`config.mk`:
```
export PLATFORM = sky130hd
export DESIGN_NAME = tone_detect_flat
export DESIGN_NICKNAME = d
export VERILOG_FILES = /design/src/rtl/simon_pkg.sv /design/src/rtl/tone_detect_if.sv /design/src/rtl/tone_detect_milli_tick.sv /design/src/rtl/tone_detect.sv /design/src/flat_wrapper.sv
export SDC_FILE = /design/constraint.sdc
export NUM_CORES = 1
export LEC_CHECK = 0
export ABC_AREA = 1
export CAP_MARGIN = 15
export CORE_ASPECT_RATIO = 0.6
export CORE_UTILIZATION = 25
export CTS_CLUSTER_DIAMETER = 120
export DETAILED_ROUTE_END_ITERATION = 8
export HOLD_SLACK_MARGIN = 0.05
export SETUP_SLACK_MARGIN = 0.2
export SYNTH_ARGS = -nofsm -noshare
export SYNTH_HDL_FRONTEND = slang
export SYNTH_HIERARCHICAL = 1
export SYNTH_SLANG_ARGS = --single-unit
```
`constraint.sdc`:
```
create_clock -name clk -period 3.1 [get_ports clk]
set_input_delay 0.31 -clock clk [delete_from_list [all_inputs] [get_ports clk]]
set_output_delay 0.31 -clock clk [all_outputs]
set_load 0.01 [all_outputs]
```
`src/rtl/simon_pkg.sv`:
```
// simon_pkg: shared tone constants and helpers for the sound generator and tone detector
// Contents: GAME_TONES table, tone index type, legal gate window lengths,
// tone_detect FSM states, gate-length-to-shift helper and unsigned distance helper.
package simon_pkg;
    typedef logic [1:0] tone_idx_t;
    typedef enum logic [1:0] {S_COUNT, S_SCALE, S_CLASSIFY} td_state_t;
    localparam logic [9:0] GAME_TONES [0:3] = '{10'd196, 10'd262, 10'd330, 10'd784};
    localparam int GATE_MS_LEGAL [0:3] = '{125, 250, 500, 1000};

    // Window count to Hz is a left shift by log2(1000/GATE_MS); unknown lengths fall back to 0.
    function automatic int gate_shift(input int gate_ms);
        int s;
        s = 0;
        for (int i = 0; i < 4; i++)
            if (gate_ms == GATE_MS_LEGAL[i]) s = 3 - i;
        return s;
    endfunction

    function automatic logic [9:0] abs_diff(input logic [9:0] a, input logic [9:0] b);
        return a > b ? a - b : b - a;
    endfunction
endpackage

```
`src/rtl/tone_detect_if.sv`:
```
// tone_detect_if: measurement result bus of the tone detector
// master: driven by tone_detect; slave: consumers of the measurement.
interface tone_detect_if;
    import simon_pkg::*;
    logic [9:0] freq;
    logic       freq_valid;
    logic       overflow;
    logic       silent;
    logic       tone_match;
    tone_idx_t  tone_idx;
    modport master(output freq, freq_valid, overflow, silent, tone_match, tone_idx);
    modport slave(input freq, freq_valid, overflow, silent, tone_match, tone_idx);
endinterface

```
`src/rtl/tone_detect_milli_tick.sv`:
```
// milli_tick: one-cycle ms pulse every ticks_per_milli clk cycles
// Ports: clk, rst (async, active high), ticks_per_milli (0 treated as 1), ms (registered pulse).
module milli_tick (
    input  logic        clk,
    input  logic        rst,
    input  logic [15:0] ticks_per_milli,
    output logic        ms
);
    logic [15:0] cnt;
    logic [15:0] last;
    logic        wrap;
    assign last = ticks_per_milli == 16'd0 ? 16'd0 : ticks_per_milli - 16'd1;
    // >= so that lowering ticks_per_milli below the current count wraps at once
    assign wrap = cnt >= last;
    always_ff @(posedge clk or posedge rst)
        if (rst) begin
            cnt <= '0;
            ms  <= 1'b0;
        end else begin
            cnt <= wrap ? '0 : cnt + 16'd1;
            ms  <= wrap;
        end
endmodule

```
`src/rtl/tone_detect.sv`:
```
// tone_detect: measures a 1-bit tone's frequency over GATE_MS windows and classifies it against GAME_TONES
// Ports: clk, rst (async, active high), ticks_per_milli (clk cycles per ms), sound_in (async square wave),
// res (tone_detect_if.master: freq, freq_valid, overflow, silent, tone_match, tone_idx).
// Optional: define TONE_DETECT_STABLE_EN to require two consecutive windows on the same tone for tone_match.
module tone_detect import simon_pkg::*; #(
    parameter int GATE_MS   = 250,
    parameter int TOLERANCE = 8
) (
    input  logic          clk,
    input  logic          rst,
    input  logic [15:0]   ticks_per_milli,
    input  logic          sound_in,
    tone_detect_if.master res
);
    localparam int SHIFT = gate_shift(GATE_MS);
    logic [2:0]  sync;
    logic        edge_hit;
    logic        ms;
    logic [9:0]  ms_cnt;
    logic        window_end;
    logic [10:0] edge_cnt;
    logic [10:0] snap;
    td_state_t   state;
    logic [13:0] scaled;
    logic [9:0]  freq_n;
    logic        ovf_n;
    logic        silent_n;
    logic        hit_n;
    tone_idx_t   idx_n;
`ifdef TONE_DETECT_STABLE_EN
    logic        prev_hit;
    tone_idx_t   prev_idx;
`endif

    milli_tick u_tick (.clk(clk), .rst(rst), .ticks_per_milli(ticks_per_milli), .ms(ms));

    // sync[1:0] is the synchronizer, sync[2] the previous synchronized sample
    assign edge_hit   = sync[1] & ~sync[2];
    assign window_end = ms && ms_cnt == 10'(GATE_MS - 1);
    assign scaled     = {3'b000, snap} << SHIFT;
    assign ovf_n      = scaled > 14'd1023;
    assign freq_n     = ovf_n ? 10'd1023 : scaled[9:0];
    assign silent_n   = snap == 11'd0;

    // Descending scan so the lowest matching index wins
    always_comb begin
        hit_n = 1'b0;
        idx_n = '0;
        for (int i = 3; i >= 0; i--)
            if (abs_diff(freq_n, GAME_TONES[i]) <= 10'(TOLERANCE) && !silent_n && !ovf_n) begin
                hit_n = 1'b1;
                idx_n = 2'(i);
            end
    end

    always_ff @(posedge clk or posedge rst)
        if (rst) begin
            sync     <= '0;
            ms_cnt   <= '0;
            edge_cnt <= '0;
        end else begin
            sync     <= {sync[1:0], sound_in};
            ms_cnt   <= window_end ? '0 : ms ? ms_cnt + 10'd1 : ms_cnt;
            // An edge landing on window_end opens the next window's count
            edge_cnt <= window_end ? {10'd0, edge_hit} : (edge_hit && edge_cnt != '1) ? edge_cnt + 11'd1 : edge_cnt;
        end

    // Results register as S_SCALE ends so freq_valid is seen 2 cycles after window_end;
    // S_CLASSIFY is the cycle in which the pulse and the new classification are visible.
    always_ff @(posedge clk or posedge rst)
        if (rst) begin
            state          <= S_COUNT;
            snap           <= '0;
            res.freq       <= '0;
            res.freq_valid <= 1'b0;
            res.overflow   <= 1'b0;
            res.silent     <= 1'b0;
            res.tone_match <= 1'b0;
            res.tone_idx   <= '0;
`ifdef TONE_DETECT_STABLE_EN
            prev_hit       <= 1'b0;
            prev_idx       <= '0;
`endif
        end else begin
            res.freq_valid <= 1'b0;
            case (state)
                S_COUNT: if (window_end) begin
                    snap  <= edge_cnt;
                    state <= S_SCALE;
                end
                S_SCALE: begin
                    res.freq       <= freq_n;
                    res.overflow   <= ovf_n;
                    res.silent     <= silent_n;
                    res.tone_idx   <= idx_n;
`ifdef TONE_DETECT_STABLE_EN
                    res.tone_match <= hit_n && prev_hit && prev_idx == idx_n;
                    prev_hit       <= hit_n;
                    prev_idx       <= idx_n;
`else
                    res.tone_match <= hit_n;
`endif
                    res.freq_valid <= 1'b1;
                    state          <= S_CLASSIFY;
                end
                default: state <= S_COUNT;
            endcase
        end
endmodule
```
`src/flat_wrapper.sv`:
```
// flat-port wrapper written by rule: the top's interface ports become plain ports
module tone_detect_flat import simon_pkg::*;
#(
    parameter int GATE_MS   = 250,
    parameter int TOLERANCE = 8
)
  (clk, rst, ticks_per_milli, sound_in, res_freq, res_freq_valid, res_overflow, res_silent, res_tone_match, res_tone_idx);
  tone_detect_if res_i ();
  input  logic clk;
  input  logic rst;
  input  logic [15:0] ticks_per_milli;
  input  logic sound_in;
  output wire logic [$bits(res_i.freq)-1:0] res_freq;
  output wire logic [$bits(res_i.freq_valid)-1:0] res_freq_valid;
  output wire logic [$bits(res_i.overflow)-1:0] res_overflow;
  output wire logic [$bits(res_i.silent)-1:0] res_silent;
  output wire logic [$bits(res_i.tone_match)-1:0] res_tone_match;
  output wire logic [$bits(res_i.tone_idx)-1:0] res_tone_idx;
  assign res_freq = res_i.freq;
  assign res_freq_valid = res_i.freq_valid;
  assign res_overflow = res_i.overflow;
  assign res_silent = res_i.silent;
  assign res_tone_match = res_i.tone_match;
  assign res_tone_idx = res_i.tone_idx;
  tone_detect #(.GATE_MS(GATE_MS), .TOLERANCE(TOLERANCE)) u_core (.clk(clk), .rst(rst), .ticks_per_milli(ticks_per_milli), .sound_in(sound_in), .res(res_i));
endmodule
```
==> impl_metrics.tcl, run 1 <==
set metrics [dict create \
    synth_top_area_share_pct 30.2 \
    ys_warn_count 6 \
    yosysTopAreaCell "dfrtp_1" \
    ant_nets 0 \
    netlist_area_um2 5640 \
    io_pins 35 \
    reg2reg_from "u_core/snap[10]" \
    synth_nets 864 \
    path_cells "nor2_4 -> buf_4 -> nand3_2 -> inv_1 -> nor2_1 -> nand2_1 -> nand2_1 -> nand2_1 -> nand2_1 -> nand2_1 -> nor2_1 -> nand3_1 -> nand2_1 -> nor2_1 -> nor2_1" \
    r2r_end "u_core/res.tone_match" \
    min_path_cells 0 \
    p_leak_nw 3.32 \
    syn_inst 814 \
    grt_pass1_vias 4820 \
    wirelength_um 14900 \
    drv_cap 0 \
    routabilityCongestion 0.974 \
    slowest_stage "dfrtp_1" \
    initial_core_util_pct 25.5 \
    die_h_um 118 \
    insertion_delay_ns 0.33 \
    period_minus_slack_ns 2.70 \
    grt_pass1_wl_um 25100 \
    synth_area_per_cell_um2 6.92 \
    track_usage_pct 13.5 \
    cts_tree "yes" \
    finalSetupViolations 0 \
    multiInputGateArea_um2 3380 \
    critical_path_class "reg -> reg" \
    synthTopCellsByArea "dfrtp_1 30%, nand2_1 15%, ha_1 6.9%, inv_1 6.8%, nand3_1 5.9%" \
    nFillCells 2419 \
    synthToLayoutAreaGrowth_pct 17.5 \
    h-tree-depth 3 \
    powerDensity_nw_per_um2 375 \
    drive_above_1_share_pct 12.7 \
    vdd_ir_drop_max_mv 0.259 \
    grt_max_degree 32 \
    holdWs_ns 0.359 \
    cts_buffer_depth 2 \
    hold_path.startpoint "u_core/sync[0]" \
    slowest_delay_ns 0.43 \
    dp_hpwl_um 11700 \
    worst_pin_slew_ns 0.702 \
    finalNetCount 905 \
    rsz0062_at_grt "yes" \
    clockRootBuffer "clkbuf_16" \
    critPathBufInv 2 \
    reg2reg_depth 15 \
    cp_max_fo 13 \
    worstSetupStartpointType "flip-flop" \
    dieArea_um2 23200 \
    viasPerCell 4.60 \
    tns_ns 0 \
    synth-seq-cells 68 \
    regArea_um2 1700 \
    cts_buffers 9 \
    antenna_found_initial 0 \
    whs_endpoint "u_core/sync[1]" \
    skew_ns 0.00583 \
    drc 0 \
    clock.fmax_ghz 0.370 \
    reg2reg_slack_ns 0.40 \
    worstPathArrival_ns 2.92 \
    core-area_um2 22100 \
    crit_path_end_kind "flip-flop" \
    ys_seq_area_share_pct 30.2 \
    min_path_type "reg -> reg" \
    hold_viol_final 0 \
    port_buffers 34 \
    wl_per_cell_um 13.0 \
    crit_required_ns 3.32 \
    drtPass1Iterations 5 \
    synth_edf_count 0 \
    clock-sinks 68 \
    crit_top_cell "nand2_1" \
    drt_iter0_markers 413 \
    cp_top_family "simple AND/OR/NAND/NOR gates" \
    yosys-top-cells-count "227 x nand2_1, 102 x inv_1, 84 x nor2_1" \
    slew_violations 0 \
    synth_ff_type "dfrtp_1" \
    fin_crit_sh_pct 87.2 \
    outcome "complete, no violations" \
    path_clk_slew_ns 0.06 \
    async_reset_ff_share_pct 100 \
    synth_most_common_cell "nand2_1" \
    max-slew-margin-rel_pct 53.2 \
    num_vias 5267 \
    row_count 42 \
    overflow 0 \
    synthDistinctLibCells 46 \
    die_w_um 196 \
    n_antenna_cell 0 \
]
[sequential cells by signal, indices dropped and copies added, names as in the netlist, 2 cells and up]
| name | flops |
|---|---|
| u_core/u_tick/cnt | 16 |
| u_core/edge_cnt | 11 |
| u_core/snap | 11 |
| u_core/ms_cnt | 10 |
| u_core/res.freq | 9 |
| u_core/sync | 3 |
| u_core/res.tone_idx | 2 |
| u_core/state | 2 |
[worst register-to-register path, stage by stage (launching register included)]
cell     delay, ns
dfrtp_1       0.43
nor2_4        0.22
buf_4         0.27
nand3_2       0.35
inv_1         0.40
nor2_1        0.15
nand2_1       0.10
nand2_1       0.07
nand2_1       0.07
nand2_1       0.05
nand2_1       0.06
nor2_1        0.04
nand3_1       0.10
nand2_1       0.09
nor2_1        0.14
nor2_1        0.06
[power by group]
part	total, mW	switching (mW)	internal [mW]
clock network	1.05	0.398	0.651
logic	0.382	0.229	0.153
registers	1.05	0.0907	0.960
total	2.48	0.718	1.76
[cell usage in the layout (no fill, tap or decap), types with 7 or more instances in the layout]
cell             count
inv_1              100
nand3_1             66
nor2_4               7
dfrtp_1             68
nand4_1             18
nand2_1            227
clkdlybuf4s50_1     34
xor2_1              17
buf_4               15
a21oi_1             21
nand3_2             12
ha_1                31
nand2_2             16
nor2_1              84
nor3_1              12
clkbuf_16            9
nor2_2              12
inv_2                9
o21ai_0             41
[metrics by stage]
stage	utilization [%]	worst slack [ns]	instances	power, mW	area [µm²]
3_5_place_dp	28.4	0.0622	1127	1.45	6270
2_1_floorplan	-	0.744	814	1.33	5640
6_report	30.0	0.397	1146	2.48	6620
3_3_place_gp	28.4	0.148	1127	1.44	6270
4_1_cts	29.8	0.227	1143	2.52	6580
5_1_grt	30.0	0.124	1146	2.62	6620
[final cells by class]
type	count	share of cell area (%)
clock inverters	6	1.08
multi-input cells	614	51.0
well taps	286	5.40
inverters	113	6.40
flip-flops and latches	68	25.7
clock buffers	10	3.61
repair buffers	49	6.84
[logic make-up (layout without fill, tap and decap cells)]
group / after synthesis / after routing / share of synthesized area, %
buffers and inverters: 132 / 178 / 10.2
AOI/OAI and AO/OA: 82 / 82 / 8.04
DFF: 68 / 68 / 30.2
and+or+nand+nor: 482 / 482 / 41.7
xor gates and xnor gates: 19 / 19 / 2.95
adders and majority gates: 31 / 31 / 6.88
[how the worst max path moves through the flow]
stage	start	cells past startpoint	slack [ns]	endpoint
floorplan	u_core/snap[9]	18	0.74	u_core/res.tone_match
global placement	ticks_per_milli[0]	16	0.15	u_core/u_tick/cnt[1]
detailed placement	ticks_per_milli[0]	16	0.06	u_core/u_tick/cnt[2]
CTS	u_core/snap[9]	17	0.23	u_core/res.tone_match
global route	u_core/snap[10]	16	0.12	u_core/res.tone_match
finish	u_core/snap[10]	15	0.40	u_core/res.tone_match
[routing by layer]
metal  global-route usage, %  vias to the layer above  wire (µm)
met2                    16.5                      172       5150
met3                    5.57                       14       1460
met4                    1.56                        0         89
li1                        -                     2699          -
met1                    21.4                     2382       8190
met5                       0                        -          0
[repair_timing]
action / in CTS / in global routing
resized for setup: 0 / 3
hold buffers: 0 / 0
endpoints found under the setup margin: 0 / 19
buffers inserted: 0 / 3
(Power assumes the default switching activity.)
==> run 2: changes to the inputs <==
SLEW_MARGIN = 20   (was default)
==> results of run 2 <==
The final DEF is identical to that of run 1; final timing and power are the same.
==> run 3: changes to the inputs <==
CORE_UTILIZATION = 61   (was 25)
MAX_ROUTING_LAYER = met4   (was default)
PLACE_DENSITY = 0.82   (was default)
==> impl_metrics.tcl, run 3 (synthesis results as in run 1) <==
set metrics [dict create \
    outcome "complete, no violations" \
    p_leak_nw 3.33 \
    antenna_found_initial 0 \
    reg2reg_slack_ns 0.39 \
    path_clk_slew_ns 0.06 \
    min_path_cells 0 \
    worstPathArrival_ns 2.99 \
    wl_met2_um 6640 \
    crit_required_ns 3.36 \
    finalNetCount 908 \
    period_minus_slack_ns 2.73 \
    nFillCells 694 \
    vdd_ir_drop_max_mv 0.336 \
    final_common_cell "nand2_1" \
    r2r_end "u_core/res.tone_match" \
    largest_register_ffs 16 \
    cts_buffer_depth 2 \
    hold_viol_final 0 \
    reg_top3 "u_core/u_tick/cnt x16, u_core/edge_cnt x11, u_core/snap x11" \
    slowest_stage "clkdlybuf4s50_1" \
    rsz0062_at_grt "no" \
    clock.fmax_ghz 0.366 \
    drive_above_1_share_pct 13.0 \
    fin_ws_ns 0.371 \
    finalPower_mw 2.55 \
    insertion_delay_ns 0.33 \
    viasPerCell 5.87 \
    port_buffers 34 \
    holdWs_ns 0.351 \
    cts_buffers 9 \
    n_antenna_cell 0 \
    path_cells "clkdlybuf4s50_1 -> nor2_4 -> inv_1 -> nor3_2 -> nand4_4 -> nand2_1 -> ha_1 -> a21oi_1 -> o21ai_0 -> a21oi_1 -> nand2_4 -> nor2_1" \
    wl_per_cell_um 16.3 \
    skew_ns 0.00741 \
    worst_pin_slew_ns 0.697 \
    slowest_delay_ns 0.51 \
    whs_endpoint "u_core/sync[1]" \
    cts_tree "yes" \
    grt_max_degree 23 \
    wirelength_um 15900 \
    met1_length_um 7160 \
    reg2reg_from "u_core/snap[8]" \
    dieArea_um2 9640 \
    fin_util_pct 74.0 \
    fin_crit_sh_pct 88.0 \
    critical_path_class "in -> reg" \
    core-area_um2 8720 \
    worstSetupStartpointType "input pin" \
    min_path_type "reg -> reg" \
    crit_path_end_kind "flip-flop" \
    row_count 26 \
    dp_hpwl_um 12400 \
    regMostFlops "u_core/u_tick/cnt" \
    clock-sinks 68 \
    num_vias 5722 \
    reg2reg_depth 14 \
    grt_pass1_vias 5341 \
    drc 0 \
    tns_ns 0 \
    initial_core_util_pct 64.6 \
    holdBufCountCts 0 \
    routed.top_layer "met4" \
    finalSetupViolations 0 \
    io_pins 35 \
    max-slew-margin-rel_pct 53.5 \
    drt_iter0_markers 584 \
    pre_cts_slack_ns -0.0952 \
    die_w_um 126 \
    drv_cap 0 \
    track_usage_pct 36.0 \
    grt_pass1_wl_um 26500 \
    overflow 0 \
    die_h_um 76.5 \
    powerDensity_nw_per_um2 396 \
    drtPass1Iterations 5 \
    met3_length_um 1920 \
    h-tree-depth 3 \
    final_cell_mix "227 x nand2_1, 100 x inv_1, 84 x nor2_1, 68 x dfrtp_1, 66 x nand3_1" \
    hold_path.startpoint "u_core/sync[0]" \
    cp_max_fo 17 \
    synthToLayoutAreaGrowth_pct 14.5 \
    crit_top_cell "a21oi_1" \
    ant_nets 0 \
    routabilityCongestion 0.980 \
    slew_violations 0 \
    clockRootBuffer "clkbuf_16" \
]
-- run 3: critical path: cells and delay by family --
family	cells	cell delay (ns)
buf+inv	2	0.60
simple gates	6	1.28
fa+ha+maj	1	0.25
compound gates	3	0.53
-- run 3: worst max-delay path by stage --
stage                        start                     end  slack [ns]
6_report       ticks_per_milli[12]    u_core/u_tick/cnt[5]        0.37
5_1_grt             u_core/snap[8]  u_core/res.tone_idx[1]        0.22
4_1_cts        ticks_per_milli[12]    u_core/u_tick/cnt[5]        0.23
3_5_place_dp   ticks_per_milli[12]    u_core/u_tick/cnt[5]        -0.1
3_3_place_gp   ticks_per_milli[12]    u_core/u_tick/cnt[9]        0.13
2_1_floorplan       u_core/snap[9]   u_core/res.tone_match        0.74
-- run 3: final cells by class --
| cell class | count | area, µm² | share of cell area (%) |
|---|---|---|---|
| Clock inverter | 7 | 100 | 1.55 |
| Inverter | 113 | 424 | 6.57 |
| Clock buffer | 9 | 225 | 3.49 |
| Tap cell | 112 | 140 | 2.17 |
| Sequential cell | 68 | 1700 | 26.4 |
| Timing Repair Buffer | 52 | 475 | 7.37 |
| Multi-Input combinational cell | 614 | 3390 | 52.5 |
-- run 3: timing repair --
action,4_1_cts,5_1_grt
buffers inserted,0,5
gates resized for setup,0,5
endpoints found under the setup margin,0,20
-- run 3: layer usage --
metal,vias to the layer above,track usage (%)
met1,2670,50.0
met3,24,11.7
met2,315,51.2
met4,0,7.23
li1,2713,-
met5,-,-
-- run 3: per-stage QoR --
stage | instances | cell area (µm²)
after CTS | 970 | 6390
after global placement | 954 | 6060
after floorplan | 814 | 5640
after detailed placement | 954 | 6060
after global routing | 975 | 6450
final | 975 | 6450
-- run 3: where the power goes --
part | switching, mW | total, mW | internal (mW) | leakage (nW)
logic | 0.242 | 0.396 | 0.154 | 2.26
clock network | 0.394 | 1.10 | 0.707 | 0.148
registers | 0.0960 | 1.06 | 0.960 | 0.920
total | 0.732 | 2.55 | 1.82 | 3.33
